File: config.mk
export PLATFORM = sky130hd
export DESIGN_NAME = seq_divider
export DESIGN_NICKNAME = d
export VERILOG_FILES = /design/src/rtl/seq_divider.sv
export SDC_FILE = /design/constraint.sdc
export NUM_CORES = 1
export LEC_CHECK = 0
export ABC_AREA = 1
export ABC_CLOCK_PERIOD_IN_PS = 2500
export CORE_MARGIN = 8
export CORE_UTILIZATION = 50
export DETAILED_ROUTE_END_ITERATION = 10
export PLACE_DENSITY_LB_ADDON = 0.1
export SKIP_LAST_GASP = 1
export SLEW_MARGIN = 20
export SYNTH_ARGS = -nofsm -noshare
export SYNTH_HDL_FRONTEND = slang
export SYNTH_SLANG_ARGS = --single-unit
File: constraint.sdc
create_clock -name clock -period 2.5 [get_ports clock]
set_input_delay 0.375 -clock clock [delete_from_list [all_inputs] [get_ports clock]]
set_output_delay 0.375 -clock clock [all_outputs]
set_load 0.01 [all_outputs]
File: src/rtl/seq_divider.sv
// Iterative signed divider: one restoring subtract-and-shift step per clock.
// Optional DIV_EARLY_EXIT_EN skips the iterations when |A| < |B|.
module seq_divider #(
    parameter int WIDTH = 32
) (
    input  logic             clock,
    input  logic             reset,
    input  logic             ctrl_start,
    input  logic [WIDTH-1:0] operand_A,
    input  logic [WIDTH-1:0] operand_B,
    output logic [WIDTH-1:0] quotient,
    output logic [WIDTH-1:0] remainder,
    output logic             exception,
    output logic             result_rdy,
    output logic             busy
);
    // state | meaning
    // IDLE  | waiting for ctrl_start
    // SETUP | form operand magnitudes, catch divide-by-zero
    // ITER  | WIDTH restoring subtract-and-shift steps
    // FIXUP | apply signs, catch min-negative / -1 overflow
    // DONE  | result_rdy follows next cycle; may accept a new start

    localparam int CW = $clog2(WIDTH) + 1;
    localparam logic [WIDTH-1:0] MIN_NEG = {1'b1, {(WIDTH-1){1'b0}}};

    typedef enum logic [2:0] {IDLE, SETUP, ITER, FIXUP, DONE} state_t;

    state_t           state;
    logic [WIDTH-1:0] a_reg, b_reg, b_abs, q_reg, rem_reg;
    logic             sign_q, sign_r;
    logic [CW-1:0]    count;

    logic [WIDTH-1:0] a_mag, b_mag;
    logic [WIDTH:0]   shifted;
    logic [WIDTH+1:0] sum;
    logic             no_borrow;
    logic             unused_diff_msb;
    logic             overflow;

    assign a_mag = a_reg[WIDTH-1] ? -a_reg : a_reg;
    assign b_mag = b_reg[WIDTH-1] ? -b_reg : b_reg;

    // Partial remainder minus |B| through the adder: add ~B with carry-in 1.
    assign shifted         = {rem_reg, q_reg[WIDTH-1]};
    assign sum             = {1'b0, shifted} + {1'b0, ~{1'b0, b_abs}} + {{(WIDTH+1){1'b0}}, 1'b1};
    assign no_borrow       = sum[WIDTH+1];
    assign unused_diff_msb = sum[WIDTH];
    assign overflow        = (a_reg == MIN_NEG) && (b_reg == {WIDTH{1'b1}});

    always_ff @(posedge clock) begin
        if (reset) begin
            state      <= IDLE;
            a_reg      <= '0;
            b_reg      <= '0;
            b_abs      <= '0;
            q_reg      <= '0;
            rem_reg    <= '0;
            sign_q     <= 1'b0;
            sign_r     <= 1'b0;
            count      <= '0;
            quotient   <= '0;
            remainder  <= '0;
            exception  <= 1'b0;
            result_rdy <= 1'b0;
            busy       <= 1'b0;
        end else begin
            result_rdy <= (state == DONE);
            case (state)
                IDLE, DONE: begin
                    if (ctrl_start) begin
                        a_reg  <= operand_A;
                        b_reg  <= operand_B;
                        sign_q <= operand_A[WIDTH-1] ^ operand_B[WIDTH-1];
                        sign_r <= operand_A[WIDTH-1];
                        state  <= SETUP;
                        busy   <= 1'b1;
                    end else begin
                        state  <= IDLE;
                    end
                end
                SETUP: begin
                    b_abs   <= b_mag;
                    rem_reg <= '0;
                    q_reg   <= a_mag;
                    count   <= CW'(WIDTH);
                    if (b_reg == '0) begin
                        quotient  <= '0;
                        remainder <= a_reg;
                        exception <= 1'b1;
                        state     <= DONE;
                        busy      <= 1'b0;
`ifdef DIV_EARLY_EXIT_EN
                    end else if (a_mag < b_mag) begin
                        q_reg   <= '0;
                        rem_reg <= a_mag;
                        state   <= FIXUP;
`endif
                    end else begin
                        state <= ITER;
                    end
                end
                ITER: begin
                    q_reg   <= {q_reg[WIDTH-2:0], no_borrow};
                    rem_reg <= no_borrow ? sum[WIDTH-1:0] : shifted[WIDTH-1:0];
                    count   <= count - CW'(1);
                    if (count == CW'(1))
                        state <= FIXUP;
                end
                FIXUP: begin
                    if (overflow) begin
                        quotient  <= MIN_NEG;
                        remainder <= '0;
                        exception <= 1'b1;
                    end else begin
                        quotient  <= sign_q ? -q_reg : q_reg;
                        remainder <= sign_r ? -rem_reg : rem_reg;
                        exception <= 1'b0;
                    end
                    state <= DONE;
                    busy  <= 1'b0;
                end
                default: begin
                    state <= IDLE;
                    busy  <= 1'b0;
                end
            endcase
        end
    end

endmodule

==> reports/results.tsv, run 1 <==
metric	value	unit
clock-root-buffer	clkbuf_16	
min_period_over_period	97.2	%
status	completed	
insertedDiodeCount	0	
hold_path.startpoint	reset	
r2r_start	b_abs[26]	
max_slew_margin	56.4	%
grt_pass1_wl	82200	µm
die_area	36600	µm²
tightest_slew	0.654	ns
rsz0062_at_grt	true	
hold_violations	0	
grt_usage	27.9	%
synth_top_area_share	30.9	%
cp_max_fo	12	
critPathRequiredTime	2.91	ns
areaGrowthSynthToFinish	18.2	%
crit_end	rem_reg[1]	
htreeDepth	1	
mostFrequentLayoutCells	602 x nand2_1, 336 x inv_1, 235 x dfxtp_1	
fmax	412	MHz
finalCriticalPeriod	2.43	ns
hp-class	in -> reg	
drt_first_pass_iters	10	
clockBufferDepth	3	
cp-end-kind	flop	
finClkSkew	0.0240	ns
synth.cell_area	15400	µm²
via_per_inst	5.45	
grt_pass1_vias	15000	
cts_buffers	27	
setup-violations-final	0	
powerDensity	931	nW/µm²
regArea	4750	µm²
fin_nets	2686	
fp-row-count	64	
netlist-cell-type-count	50	
place_hpwl	41000	µm
vias	16300	
synth_area_leaders	dfxtp_1 31%, nand2_1 15%, inv_1 8.2%	
syn_nets	2571	
rr_worst_depth	11	
core	30400	µm²
cts_hold_buf	0	
crit_start	b_abs[26]	
r2r_slack	0.07	ns
final_cells	2996	
ys_ff_latch	237	
worstSkewPairLatency	0.56	ns
place_congestion	0.976	
antenna_found_initial	0	
startpoint_type	flop	
multi_input_area	8770	µm²
final_common_cell	nand2_1	
dp_slack	0.124	ns
io_pins	134	
clk_pin_slew	0.06	ns
drt_iter0_markers	1571	
wl_per_cell	17.6	µm
fillers	3044	
wl	52700	µm
drc	0	
die_w	191	µm
gr-total-overflow	0	
ys_seq_area_share	30.9	%
ys_warn_count	0	
cts.sinks	237	
worst_slack	0.0712	ns
start_util	50.5	%
cp.arrival	2.84	ns
die_h	191	µm
placed_cells	2939	
io_buffers	133	
drive_above_1_share	7.31	%
crit_type	reg -> reg	
drv_cap	0	
r2r_end	rem_reg[1]	
total_leakage_power	0.00826	µW
avgSynthCellArea	6.23	µm²
grt_max_degree	117	
finalMaxSlewViolations	0	
cts_tree	done	
yosys.area.top_type	dfxtp_1	
syn_inst	2464	
ir_worst_vdd	0.556	mV
antenna_left	0	
-- what timing repair did --
| action | in CTS | in global routing |
|---|---|---|
| setup buffers | 0 | 4 |
| resized for setup | 0 | 8 |
| setup endpoints to repair | 0 | 71 |
-- layer usage --
layer / GRT usage [%] / wire [µm]
met1: 41.2 / 25200
met2: 41.7 / 21900
met3: 4.29 / 4370
met4: 6.87 / 1240
met5: 0 / 0
-- power by group --
group	internal [µW]	switching, µW
logic	2660	5400
clock network	2630	1700
registers	4150	380
total	9440	7480
-- cell usage after synthesis (all sizes together) --
library cell  number
a211oi             1
o41ai              1
nand2            617
ha                39
nand3b             8
and2               6
nor3              21
xnor2             18
a31oi             24
o31ai              2
o211ai             7
inv              361
fa                 1
o21a               1
dfxtp            237
o21bai            16
a21oi            218
nand3            209
clkbuf            66
nor2             236
o22ai             24
o2111ai            1
nand4             36
nor4               4
nor3b              1
a221oi             1
clkinv             5
buf               40
a21o               1
o21ai            213
or2                7
xor2              42
-- how the worst min path moves through the flow --
stage / endpoint / slack [ns] / cells after the start
after floorplan: result_rdy / 0.44 / 2
final: q_reg[2] / 0.38 / 4
after detailed placement: quotient[0] / 0.45 / 2
after CTS: q_reg[2] / 0.37 / 4
after global routing: remainder[29] / 0.40 / 4
after global placement: quotient[0] / 0.45 / 2
-- stage by stage --
step           cell area [µm²]  power, µW  hold WS, ns  setup TNS, ns  utilization [%]
2_1_floorplan            15400      10100        0.438              0                -
3_3_place_gp             17100      12200        0.448              0             56.2
3_5_place_dp             17100      12200        0.455              0             56.2
4_1_cts                  18100      16500        0.370              0             59.4
5_1_grt                  18200      18100        0.404         -0.192             59.7
6_report                 18200      16900        0.380              0             59.7
-- final cells by class --
| type | count | share of cell area [%] |
|---|---|---|
| timing repair buffer | 189 | 9.93 |
| multi-input combinational | 1758 | 48.3 |
| clock buffer | 35 | 4.11 |
| clock inverter | 15 | 1.22 |
| inverter | 366 | 7.58 |
| tap | 396 | 2.73 |
| sequential | 237 | 26.1 |
-- critical path, stage by stage, from the launching register on --
cell	delay, ns
dfxtp_1	0.31
inv_1	0.10
ha_1	0.40
a21oi_1	0.23
nor2_1	0.08
o21ai_1	0.18
nand3_2	0.21
nor2_8	0.30
buf_6	0.19
nand3_1	0.10
nand3_1	0.09
a21oi_1	0.09
-- cell families after synthesis --
kind of cell	synth area share [%]
AOI/OAI and AO/OA	17.7
buffers and inverters	12.5
DFF	30.9
adders and majority gates	3.31
xor gates and xnor gates	3.42
and+or+nand+nor	32.2
No activity file was read; power rests on OpenSTA's default activity.
==> run 2, diff against run 1 <==
--- a/config.mk
+++ b/config.mk
@@ -11,4 +11,5 @@
 export CORE_UTILIZATION = 50
 export DETAILED_ROUTE_END_ITERATION = 10
+export GPL_TIMING_DRIVEN = 1
 export PLACE_DENSITY_LB_ADDON = 0.1
 export SKIP_LAST_GASP = 1
==> constraint.sdc (replaced) <==
create_clock -name clock -period 2.5 [get_ports clock]
set_input_delay 0.375 -clock clock [delete_from_list [all_inputs] [get_ports clock]]
set_output_delay 0.375 -clock clock [all_outputs]
set_load 0.02 [all_outputs]
==> results of run 2 <==
Same layout as run 1 (identical final DEF). Status: completed.
==> RTL change 1: new RTL, flow settings as in run 2 <==
Build with the macro `DIV_EARLY_EXIT_EN` defined.
--- a/src/rtl/seq_divider.sv
+++ b/src/rtl/seq_divider.sv
@@ -2,2 +2,4 @@
 // Optional DIV_EARLY_EXIT_EN skips the iterations when |A| < |B|.
+`define DIV_EARLY_EXIT_EN
+
 module seq_divider #(
Check against the original RTL: not equivalent (a bounded check fails within 4 cycles, from zero or initial values and one cycle with reset high).
==> RTL change 1 against run 2 <==
The flow now finishes with violations (setup timing); final area grew 23%; area after synthesis grew 8.1%; routed wire length grew 25%; first-iteration DRC count grew 31%; setup slack lost 0.82 ns; count of clock-buffer cells in the layout grew 1; sequential cell count is the same; highest routed layer unchanged.
Power is left out: the tool's default activity adds up to more than one toggle a clock period on the data nets, which glitch-free logic cannot reach.
==> RTL change 1: results (changes against run 2) <==
Run status
  – Outcome: finished, violations left
  – Failing checks: setup timing

Final layout
  – Multi-input gates: 1925 (+9.5%)
  – Non-clock inverters: 392 (+7.1%)
  – Fillers: 2973 (-2.3%)
  – Non-clock buffers: 509 (+170%)
  – Storage cell area: 0.004756 sq mm (+0.18%)
  – Nets: 3230 (+20%)
  – Multi-input combinational area share: 0.4621 (-0.02094)
  – Final clock-cell share: 0.03972 (-0.01353)
  – Buffering overhead: 0.1933 (+0.09403)
  – Clock buf count: 36 (+2.9%)

Clock tree
  – Clk_lat worst skew: 0.55 ns

Setup path
  – CP max stage delay: 0.36 ns (-0.04 ns)
  – Worst setup endpoint: rem_reg[19]
  – Worst setup startpoint: b_reg[1]
  – Worst r2r src: b_reg[1]
  – Cells on worst reg2reg path: 19 (+8)
  – Critical path arrival: 3.72 ns (+0.88 ns)
  – CP Max Fanout: 5 (-7)
  – Slowest cell on crit path: dfxtp_4

Synth
  – Post-synthesis sequential area ratio: 0.2856 (-0.02324)
  – Top cells by area, synth: dfxtp_1 29%, nand2_1 15%, inv_1 8.4%, a21oi_1 7.4%, o21ai_0 5.8%
  – Post-synth top cells: 661 x nand2_1, 371 x inv_1, 245 x a21oi_1, 245 x nor2_1, 237 x dfxtp_1

Timing
  – Setup violations, final: 65 (+65)
  – Final Skew: 0.02212 ns (-0.001857 ns)
  – Slew Limit Headroom: 0.3065 (-0.2574)
  – Fin Setup TNS: -43.21 ns (-43.21 ns)
  – Final setup margin: -0.7478 ns (-0.8189 ns)

Global routing
  – Routing usage on met2: 0.5137 (+0.09672)
  – Total Routing Usage GR: 0.3221 (+0.04292)
  – Met3 Resource Use GR: 0.05433 (+0.01146)
  – First-pass GRT wire length: 100200 um (+22%)
  – Met1 usage: 0.4123 (about the same)
  – Vias in the first global route: 18300 (+22%)

Placement
  – Post-DP HPWL: 52470 um (+28%)

Route
  – Routed Wire Length: 65760 um (+25%)
  – DRT iter0 DRCs: 2051 (+31%)
  – WL met3: 5682 um (+30%)
  – Met1 wire length: 27000 um (+7.3%)
  – Via/cell ratio: 5.413 (-0.73%)
  – Detailed Routing Iterations Pass 1: 6 (-4)
  – Met2 Routed Length: 28890 um (+32%)
[RTL change 1: cell count changes after synthesis, moves of 10 or more]
| cell | change |
|---|---|
| o21ai_0 | +23 |
| o21ai_1 | -17 |
| xor2_1 | +48 |
| ha_1 | +31 |
| nor2_1 | +28 |
| nor3_1 | +10 |
| buf_2 | +11 |
| inv_1 | +34 |
| o22ai_1 | -19 |
| a21oi_1 | +29 |
| a31oi_1 | +10 |
| nand2_1 | +58 |
| o21bai_1 | -11 |
| nand3_1 | -30 |
[RTL change 1: per-stage QoR]
stage               worst slack (ns)  instance area (sq um)  hold slack [ns]    util  instances
detailed placement           -0.7548                  20880           0.4543  0.6402       3489
CTS                          -0.6216                  21820           0.2098  0.6689       3542
global route                 -0.9478                  22270           0.2423  0.6828       3554
finish                       -0.7478                  22270           0.2292  0.6828       3554
global placement             -0.6376                  20880           0.4518  0.6402       3489
floorplan                    -0.2134                  16690           0.4473       -       2666
[RTL change 1: what timing repair did]
item	4_1_cts	5_1_grt
gates cloned	0	3
pin swaps	5	43
endpoints found under the setup margin	65	102
gates resized for setup	4	88
setup buffers	4	9
[RTL change 1: logic make-up after synthesis]
group / after synthesis / synth area share
adders and majority gates: 71 / 0.05393
buffers and inverters: 506 / 0.1217
AOI/OAI and AO/OA: 535 / 0.1702
DFF: 237 / 0.2856
and+or+nand+nor: 1211 / 0.3118
xor gates and xnor gates: 106 / 0.05679
[RTL change 1: how the worst min path moves through the flow]
stage,from,to,slack (ns)
3_3_place_gp,quotient[21],quotient[21],0.45
6_report,reset,count[0],0.23
5_1_grt,reset,count[2],0.24
4_1_cts,reset,count[0],0.21
2_1_floorplan,count[0],count[0],0.45
3_5_place_dp,quotient[21],quotient[21],0.45
==> RTL change 2: new RTL, settings of run 2 <==
Made on the original files. Make the reset (`reset`) asynchronous in one clocked block.
--- a/src/rtl/seq_divider.sv
+++ b/src/rtl/seq_divider.sv
@@ -50,3 +50,3 @@
 
-    always_ff @(posedge clock) begin
+    always_ff @(posedge clock or posedge reset) begin
         if (reset) begin
Formal check against the unedited RTL: differs if reset is asserted again (counterexample within 4 cycles, from zero or initial values and one cycle with reset high); with reset held inactive, the same outputs for 10 cycles.
==> RTL change 2 against run 2 <==
Final cell count is 3.9% lower; setup slack improved by 0.023 ns; routed wire length grew 0.19%; sequential cell count stayed put; final area increased by 3.2%; count of clock-buffer cells in the layout stayed put; area after synthesis up 2.5%.
Power is not compared: it rests on default switching activity, and its combinational part moved more than twofold at a synthesized area within 25%.
==> RTL change 2: results (changes against run 2) <==
Synth
  – Post-synthesis sequential area ratio: 0.3765 (+0.06762)
  – Syn nets: 2429 (-5.5%)
  – Post-synthesis adder-cell area fraction: 0.03225 (-0.0008222)
  – Async S/R FF share, synth: 1.000 (+1.000)
  – Top cells by area, synth: dfrtp_1 38%, nand2_1 17%, nand3_1 8.7%, inv_1 7.3%, o21ai_0 4.9%
  – Post-synthesis mux area share: 0 (unchanged)
  – Most instantiated library cell after synthesis: nand2_1
  – Post-synthesis compound-gate area fraction: 0.1041 (-0.07246)
  – Post-synth top cells: 709 x nand2_1, 305 x inv_1, 273 x nand3_1, 237 x dfrtp_1, 199 x nor2_1
  – Post-Synth XOR/XNOR Area: 0.04559 (+0.01138)
  – Distinct cells, synth: 45 (-10%)
  – Dominant synthesized flop cell: dfrtp_1

Final layout
  – N_diodes: 0 (unchanged)
  – Nets: 2563 (-4.6%)
  – Fillers: 3003 (-1.3%)
  – Layout cells sized above 1: 0.05816 (-0.01492)

Power and ir drop
  – Comb group: 18.8 mW
  – Worst IR Drop VDD: 797.8 uV
  – Highest-power group: combinational logic
  – Reg power frac: 0.245
  – Leak Pwr: 9.320 nW
  – Net load switching power: 15.60 mW

Global routing
  – First-pass GRT wire length: 83910 um (+2.1%)
  – Initial antenna violation count: 1 (+1)
  – Vias in the first global route: 15290 (+2.1%)
  – GRT Max-Usage Layer: met2
  – Largest net degree at the start of global routing: 86 (-26%)
  – Met1 usage: 0.3574 (-0.05492)
  – Met3 Resource Use GR: 0.03488 (-0.007984)
  – Routing usage on met2: 0.4621 (+0.04511)
  – Total Routing Usage GR: 0.2771 (-0.002091)

Clock tree
  – TritonCTS Buffers: 27 (unchanged)
  – H-tree depth: 1 (unchanged)
  – Root buf cell: clkbuf_16
  – Post-CTS Setup Inserts: 0 (unchanged)
  – Clk_lat worst skew: 0.56 ns (about the same)

Setup path
  – Slowest cell on crit path: dfrtp_1
  – Critical path arrival: 2.85 ns (about the same)
  – CP max stage delay: 0.45 ns (+0.05 ns)
  – CP Max Fanout: 13 (+1)

Run status
  – Outcome: finished clean

Timing
  – WHS: 0.1356 ns (-0.2442 ns)
  – Slew Limit Headroom: 0.3690 (-0.1949)
  – Setup violations, final: 0 (unchanged)
  – Final setup margin: 0.09448 ns (+0.02333 ns)
  – Final Skew: 0.02193 ns (-0.002049 ns)

Route
  – Max Used Layer: met5
  – DRT iter0 DRCs: 1265 (-19%)
  – Met1 wire length: 22430 um (-11%)
  – Met2 Routed Length: 24880 um (+14%)
  – Routed Wire Length: 52760 um (+0.19%)
  – Detailed Routing Iterations Pass 1: 5 (-5)
  – WL met3: 2916 um (-33%)
  – Vias: 15790 (-3.3%)

Placement
  – Post-DP HPWL: 41040 um (+0.20%)
  – Pre-CTS WS: 0.07459 ns (-0.04937 ns)
  – Port Buffers: 133 (unchanged)
  – Placer Congestion: 0.9494 (-2.7%)

Hold path
  – Hold Path Class: input pin to asynchronous set/reset pin
RTL change 2: final cells by class:
type	instances	area (sq um)	share of cell area
multi-input combinational	1688	8333	0.4446
inverter	315	1187	0.06335
tap	402	503.0	0.02683
clock buffer	35	745.7	0.03978
timing repair buffer	187	1848	0.09859
clock inverter	14	196.4	0.01048
sequential	237	5931	0.3164
RTL change 2: final timing paths:
check                      cells past startpoint     endpoint          from
setup reg to reg                              11  rem_reg[26]   rem_reg[26]
hold reg to reg                                2    b_abs[30]     b_abs[30]
hold / removal                                 2  quotient[1]         reset
max in group asynchronous                      3     count[0]         reset
min in group clock                             3     b_reg[5]  operand_B[5]
setup / recovery                              11  rem_reg[26]   rem_reg[26]
RTL change 2: cell families (layout without fill, tap and decap cells):
group	Yosys count	in the layout
and+or+nand+nor	1273	1273
buffers and inverters	397	551
AOI/OAI and AO/OA	293	293
xor gates and xnor gates	82	82
adders and majority gates	40	40
DFF	237	237
RTL change 2: repair_timing:
item                                    4_1_cts  5_1_grt
endpoints found under the setup margin        0       39
hold buffers                                  0        0
gates resized for setup                       0       17
RTL change 2: worst register-to-register path: cells and delay by family (launching register included):
family,cells,cell delay (ns)
AND/OR/NAND/NOR,9,1.30
adder cells (fa/ha/maj),1,0.40
buffers and inverters,1,0.15
flip-flops,1,0.45
RTL change 2: stage by stage:
stage	std cells	setup TNS, ns	instance area [sq um]	utilization	power [mW]
global route	2878	-0.03022	18740	0.5986	33.11
detailed placement	2829	0	17720	0.5658	25.95
finish	2878	0	18740	0.5986	30.52
global placement	2829	0	17720	0.5658	25.77
floorplan	2322	-232.47	15760	-	19.62
CTS	2878	0	18660	0.5959	30.29
